$ cat src/rtl/vga_stream_gen_if.sv
// strVGA stream bundle: enable flows toward the generator, the stream word and frame tick flow out.
// No storage of its own; timing is set entirely by the generator.
// enable is the only backpressure: when it is low the source holds its word.
interface vga_stream_gen_if;
  logic        enable;
  logic [22:0] strVGA;
  logic        frame_tick;

  modport master (
    input  enable,
    output strVGA,
    output frame_tick
  );

  modport slave (
    output enable,
    input  strVGA,
    input  frame_tick
  );
endinterface

$ cat src/rtl/vga_stream_gen.sv
// Free-running VGA raster generator producing the 23-bit strVGA word plus an end-of-frame tick.
// Latency 1: the word for counter state (hc,vc) is registered on the edge that advances past it.
// enable low freezes counters and the word; frame_tick is forced low so a stall never repeats it.
module vga_stream_gen #(
  parameter int H_ACTIVE = 640,
  parameter int H_FP     = 16,
  parameter int H_SYNC   = 96,
  parameter int H_BP     = 48,
  parameter int V_ACTIVE = 480,
  parameter int V_FP     = 10,
  parameter int V_SYNC   = 2,
  parameter int V_BP     = 33,
  parameter bit HS_POL   = 1'b0,
  parameter bit VS_POL   = 1'b0
) (
  input  logic             px_clk,
  input  logic             reset,
  vga_stream_gen_if.master stream
);

  localparam int H_TOTAL = H_ACTIVE + H_FP + H_SYNC + H_BP;
  localparam int V_TOTAL = V_ACTIVE + V_FP + V_SYNC + V_BP;

  // Counter end values fit 10 bits because both totals are limited to 1024.
  localparam logic [9:0] H_LAST = 10'(H_TOTAL - 1);
  localparam logic [9:0] V_LAST = 10'(V_TOTAL - 1);

  // Window bounds are 11 bits so a sync pulse ending exactly at 1024 still compares correctly.
  localparam logic [10:0] H_ACT_END = 11'(H_ACTIVE);
  localparam logic [10:0] HS_START  = 11'(H_ACTIVE + H_FP);
  localparam logic [10:0] HS_END    = 11'(H_ACTIVE + H_FP + H_SYNC);
  localparam logic [10:0] V_ACT_END = 11'(V_ACTIVE);
  localparam logic [10:0] VS_START  = 11'(V_ACTIVE + V_FP);
  localparam logic [10:0] VS_END    = 11'(V_ACTIVE + V_FP + V_SYNC);

  // Word shown while held in reset: origin, blanked, both syncs at their idle level.
  localparam logic [22:0] RESET_WORD = {10'd0, 10'd0, 1'b0, ~HS_POL, ~VS_POL};

  logic [9:0]  hc;
  logic [9:0]  vc;
  logic [10:0] hc_w;
  logic [10:0] vc_w;
  logic        h_last;
  logic        v_last;
  logic        active;
  logic        hsync;
  logic        vsync;

  // Decode the current counter state into the fields of the next stream word.
  always_comb begin
    hc_w   = {1'b0, hc};
    vc_w   = {1'b0, vc};
    h_last = (hc == H_LAST);
    v_last = (vc == V_LAST);
    active = (hc_w < H_ACT_END) && (vc_w < V_ACT_END);
    hsync  = ((hc_w >= HS_START) && (hc_w < HS_END)) ? HS_POL : ~HS_POL;
    vsync  = ((vc_w >= VS_START) && (vc_w < VS_END)) ? VS_POL : ~VS_POL;
  end

  // Register the decoded word together with the counters so all fields stay aligned.
  always_ff @(posedge px_clk or negedge reset) begin
    if (!reset) begin
      hc                <= 10'd0;
      vc                <= 10'd0;
      stream.strVGA     <= RESET_WORD;
      stream.frame_tick <= 1'b0;
    end else if (stream.enable) begin
      stream.strVGA     <= {hc, vc, active, hsync, vsync};
      stream.frame_tick <= h_last && v_last;
      if (h_last) begin
        hc <= 10'd0;
        vc <= v_last ? 10'd0 : vc + 10'd1;
      end else begin
        hc <= hc + 10'd1;
      end
    end else begin
      stream.frame_tick <= 1'b0;
    end
  end

endmodule

$ cat src/flat_wrapper.sv
// flat-port wrapper written by rule: the top's interface ports become plain ports
module vga_stream_gen_flat 
#(
  parameter int H_ACTIVE = 640,
  parameter int H_FP     = 16,
  parameter int H_SYNC   = 96,
  parameter int H_BP     = 48,
  parameter int V_ACTIVE = 480,
  parameter int V_FP     = 10,
  parameter int V_SYNC   = 2,
  parameter int V_BP     = 33,
  parameter bit HS_POL   = 1'b0,
  parameter bit VS_POL   = 1'b0
)
  (px_clk, reset, stream_enable, stream_strVGA, stream_frame_tick);
  vga_stream_gen_if stream_i ();
  input  logic px_clk;
  input  logic reset;
  input wire logic [$bits(stream_i.enable)-1:0] stream_enable;
  output wire logic [$bits(stream_i.strVGA)-1:0] stream_strVGA;
  output wire logic [$bits(stream_i.frame_tick)-1:0] stream_frame_tick;
  assign stream_i.enable = stream_enable;
  assign stream_strVGA = stream_i.strVGA;
  assign stream_frame_tick = stream_i.frame_tick;
  vga_stream_gen #(.H_ACTIVE(H_ACTIVE), .H_FP(H_FP), .H_SYNC(H_SYNC), .H_BP(H_BP), .V_ACTIVE(V_ACTIVE), .V_FP(V_FP), .V_SYNC(V_SYNC), .V_BP(V_BP), .HS_POL(HS_POL), .VS_POL(VS_POL)) u_core (.px_clk(px_clk), .reset(reset), .stream(stream_i));
endmodule
$ cat config.mk
export PLATFORM = sky130hd
export DESIGN_NAME = vga_stream_gen_flat
export DESIGN_NICKNAME = d
export VERILOG_FILES = /design/src/rtl/vga_stream_gen_if.sv /design/src/rtl/vga_stream_gen.sv /design/src/flat_wrapper.sv
export SDC_FILE = /design/constraint.sdc
export NUM_CORES = 1
export LEC_CHECK = 0
export CELL_PAD_IN_SITES_DETAIL_PLACEMENT = 1
export CELL_PAD_IN_SITES_GLOBAL_PLACEMENT = 1
export CORE_ASPECT_RATIO = 1.2
export CORE_UTILIZATION = 43
export DETAILED_ROUTE_END_ITERATION = 10
export GPL_TIMING_DRIVEN = 0
export PLACE_DENSITY = 0.83
export SLEW_MARGIN = 5
export SYNTH_ARGS = -nofsm -noshare
export SYNTH_HDL_FRONTEND = slang
export SYNTH_SLANG_ARGS = --single-unit
$ cat constraint.sdc
create_clock -name px_clk -period 1.95 [get_ports px_clk]
set_input_delay 0.39 -clock px_clk [delete_from_list [all_inputs] [get_ports px_clk]]
set_output_delay 0.39 -clock px_clk [all_outputs]
set_load 0.01 [all_outputs]
Yosys cells after proc, flatten, opt, wreduce, memory -nomap -nowiden. Cells that the tools add are included.

Bitwise gates (word level): 0. Order comparisons: 6. Div/mod/pow operators: 0. Mux-type cells: 5. Shifts and indexed selects: 0. $mul: 0. $add $sub $neg: 2. Reduce and logical (&&, ||, !) cells: 5. Equality and inequality tests: 2.

Operators by type and width (count): $add 10x1->10 const B (2); $eq 10x10->1 const B (2); $lt 10x10->1 const B (2); $lt 10x9->1 const B (2); $mux 10 (2); $ge 10x10->1 const B (1); $ge 10x9->1 const B (1); $logic_and 1x1->1 (4); $mux 1 (3); $reduce_and 2->1 (1).

Bits in registers: 44. Output and inout port bits: 24. RAM bits: 0. Latch bits: 0. Memories: 0. Bits of input ports: 3. Logic and storage cells: 24. ROM bits: 0.

Logic depth before layout (Yosys ltp).
Depth in word-level cells: 3. Depth in mapped cells: 6. Mapped depth without buffers: 6.

Least setup slack after synthesis. OpenSTA, ideal clock, no wires.

Path kind: register to register. From: register u_core.hc[0]. To: register u_core.vc[9]. Buffers on the path: 0. Setup slack: 0.338 ns. Cell stages (with the launch flop): 6. Arrival time: 1.534 ns. Required time: 1.873 ns. Cell sequence: dfrtp_1 ha_1 and4_4 nand3_4 or4_1 a21oi_1.

Cells in the longest elaborated chain, start to end: 2.

Ends and longest elaborated chain: from (decl) (RTL line vga_stream_gen.sv:39) `logic [9:0] hc;`; from (signal assigned) (RTL line vga_stream_gen.sv:74) `hc <= hc + 10'd1;`; $eq 10x10->1 (RTL line vga_stream_gen.sv:53) `h_last = (hc == H_LAST);`; $reduce_and 2->1 (no source line); to (signal assigned) (RTL line vga_stream_gen.sv:72) `vc <= v_last ? 10'd0 : vc + 10'd1;`; to (decl) (RTL line vga_stream_gen.sv:40) `logic [9:0] vc;`.

Every way passes these cells. A chain may end at the register's enable or synchronous reset.

Worst setup path in the final report. Same ends and word-level chain as after synthesis.

==> key figures <==
Worst setup path
  • CP max stage cell: or4_1
  • Flop2flop setup slack: 0.11 ns
  • Reg2reg end: u_core.vc[9]$_DFFE_PN0P_
  • Reg2reg start: u_core.hc[0]$_DFFE_PN0P_
  • Worst path cell trace: ha_1, and4_4, nand3_4, or4_1, a21oi_1
  • Crit-path max FO: 6
  • Crit path largest cell delay: 0.54 ns
  • CP Launch Type: flop
  • Arr. time, crit path: 2.08 ns
  • Reg2Reg Depth: 5
  • CP Capture Type: flop
  • Kind of critical path: reg2reg
  • Critical path data required time: 2.18 ns

Pwr
  • Max VDD drop: 0.461 mV
  • Leak: 1.08 nW
  • PD cells: 939 nW/um^2
  • Total power draw: 2.29 mW

Routing
  • DRC: 0
  • Drt pass-1 iters: 4
  • DRT iter0 DRCs: 60
  • Vias per std cell: 5.45
  • DRT Wirelength: 4530 um
  • Routed wire length per instance: 17.9 um
  • Vias post-DR: 1380
  • Detail Route Antenna Nets: 0

Yosys
  • Synthesized flop and latch total: 44
  • Synth warn: 0
  • Post-Synthesis Cells: 163
  • Count of different cell masters after synthesis: 35
  • EDFF count, synth: 0
  • Mapped Avg Cell Area: 12.0 sq um
  • Simple-gate share of the synthesized area: 17.9%
  • Xor/xnor share of the synthesized area: 5.80%
  • FFs w/ async S/R, synth: 100%
  • Register area share after synthesis: 56.2%
  • Mux cell area share after synthesis: 12.0%
  • Mapped Nets: 170
  • Compound-Gate Fraction of Synth Area: 3.51%
  • Post-Syn Area: 1960 sq um
  • Top FF cell, synth: dfrtp_1
  • Post-Synth Adder-Cell Area: 2.55%
  • Main combinational cell family by area after synthesis: simple AND/OR/NAND/NOR gates

Timing
  • RSZ-0062 raised after global routing: false
  • Fmax: 542 MHz
  • Slew @ Worst Pin: 0.604 ns
  • Final setup fails: 0
  • Period minus WS final: 1.84 ns
  • Rel. slew slack: 59.7%
  • Slew Limit Fails: 0
  • Tcrit/Tclk final: 94.6%
  • Max Clock Skew: 0.0189 ns
  • Final hold violations: 0

Clock tree
  • Postcts setup bufs: 0
  • Clk sinks: 44
  • Hold-fix buffers at CTS: 0
  • Max H-tree Level: 2
  • Clk_lat worst skew: 0.31 ns
  • CTS root buf: clkbuf_8
  • CTS tree: built
  • Total CTS buffers: 5
  • PostCTS Resize Cnt: 1
  • Max Root-Sink Buffers: 2
  • Clk slew on worst S/H paths: 0.10 ns

Global route
  • Overflow after GRT: 0
  • Largest net degree at the start of global routing: 26
  • Vias in the first global route: 1579
  • First-pass GRT wire length: 7820 um
  • Initial antenna violation count: 0
  • Gr usage total: 21.6%

Floorplanning
  • Total die area: 4840 sq um
  • Initial Utilization: 45.4%
  • Io pins: 27
  • Core area: 4330 sq um
  • Die W: 63.7 um
  • Die height: 76.0 um
  • Num rows: 26

Final layout
  • Final core occ: 56.2%
  • Inserted Diodes: 0
  • Commonest non-fill, non-tap cell in the layout: dfrtp_1
  • Share of layout cells above drive strength 1: 20.8%
  • Area of the multi-input gates: 826 sq um
  • Most frequent cells in the layout: 42 x dfrtp_1, 24 x clkdlybuf4s50_1, 20 x mux2_2, 12 x nor2_1
  • Total area of sequential cells: 1100 sq um
  • Fillers: 435
  • Synth-to-layout area growth: 24.0%
  • Nets: 203

Placed design
  • PortBufs: 25
  • Final Wtd Congestion: 0.767
  • Post-DP HPWL: 3150 um

Run status
  • Status: finished, final reports clean

Min path
  • Worst min-delay path class: in2async

Run
  • Max_cap viols: 0
## cell families (layout without fill, tap and decap cells)
group           count (synthesis)  after routing
mux                            21             21
compound gates                 12             12
buf+inv                        10             44
fa+ha+maj                       4              4
simple gates                   59             59
flops                          44             44
xor+xnor                       13             13
## routing by layer
layer  routed length [um]  GRT usage (%)
met2                 2500           37.9
met4                   63           9.09
met1                 1880           25.1
met5                    0              0
met3                   87           4.49
## flip-flops by register name (all words and copies together) (netlist names)
name,cells
u_core.hc,10
u_core.stream.strVGA,23
u_core.stream.frame_tick,1
u_core.vc,10
## final cells by class
class,instances,share of cell area (%)
sequential,44,45.3
buffer,5,0.874
tap,56,2.88
clock inverter,2,1.59
timing repair buffer,26,11.2
inverter,5,0.771
clock buffer,6,3.39
multi-input combinational,109,33.9
## per-stage QoR
stage	TNS [ns]	area, sq um	std cells	worst slack, ns	hold WS (ns)
after floorplan	0	1960	163	0.338	0.0944
after global placement	-25.07	2280	244	-0.591	0.478
after detailed placement	0	2310	245	0.0901	0.376
after CTS	0	2430	253	0.0851	0.0442
after global routing	0	2430	253	0.0111	0.0435
final	0	2430	253	0.105	0.0285
## synthesized netlist by cell type, types with 4 or more instances
| cell type | n | area share, % |
|---|---|---|
| and3_1 | 5 | 1.6 |
| dfrtp_1 | 42 | 54 |
| ha_1 | 4 | 2.5 |
| inv_1 | 5 | 0.96 |
| mux2_2 | 20 | 11 |
| nand2_1 | 7 | 1.3 |
| nand3_1 | 8 | 2.0 |
| nand4_1 | 6 | 1.9 |
| nor2_1 | 12 | 2.3 |
| nor3_1 | 4 | 1.0 |
| o21ai_0 | 6 | 1.5 |
| xnor2_1 | 8 | 3.6 |
| xor2_1 | 5 | 2.2 |
## critical path, delay by kind of cell (launching register included)
family | cells | cell delay (ns)
compound gates | 1 | 0.18
fa+ha+maj | 1 | 0.26
flops | 1 | 0.41
simple gates | 3 | 0.94
## worst max path at each step
| stage | startpoint | end | depth (start not counted) |
|---|---|---|---|
| 2_1_floorplan | u_core.hc[0]$_DFFE_PN0P_ | u_core.vc[9]$_DFFE_PN0P_ | 5 |
| 3_3_place_gp | reset | u_core.stream.strVGA[18]$_DFFE_PN0P_ | 1 |
| 3_5_place_dp | u_core.hc[0]$_DFFE_PN0P_ | u_core.vc[8]$_DFFE_PN0P_ | 5 |
| 4_1_cts | u_core.hc[0]$_DFFE_PN0P_ | u_core.vc[9]$_DFFE_PN0P_ | 5 |
| 5_1_grt | u_core.hc[0]$_DFFE_PN0P_ | u_core.vc[9]$_DFFE_PN0P_ | 5 |
| 6_report | u_core.hc[0]$_DFFE_PN0P_ | u_core.vc[9]$_DFFE_PN0P_ | 5 |
## where the power goes
| group | internal [mW] | switching [mW] |
|---|---|---|
| registers | 1.02 | 0.0951 |
| clock network | 0.419 | 0.329 |
| logic | 0.211 | 0.214 |
| total | 1.65 | 0.638 |
Note: power is estimated with default switching activity, not from simulation.
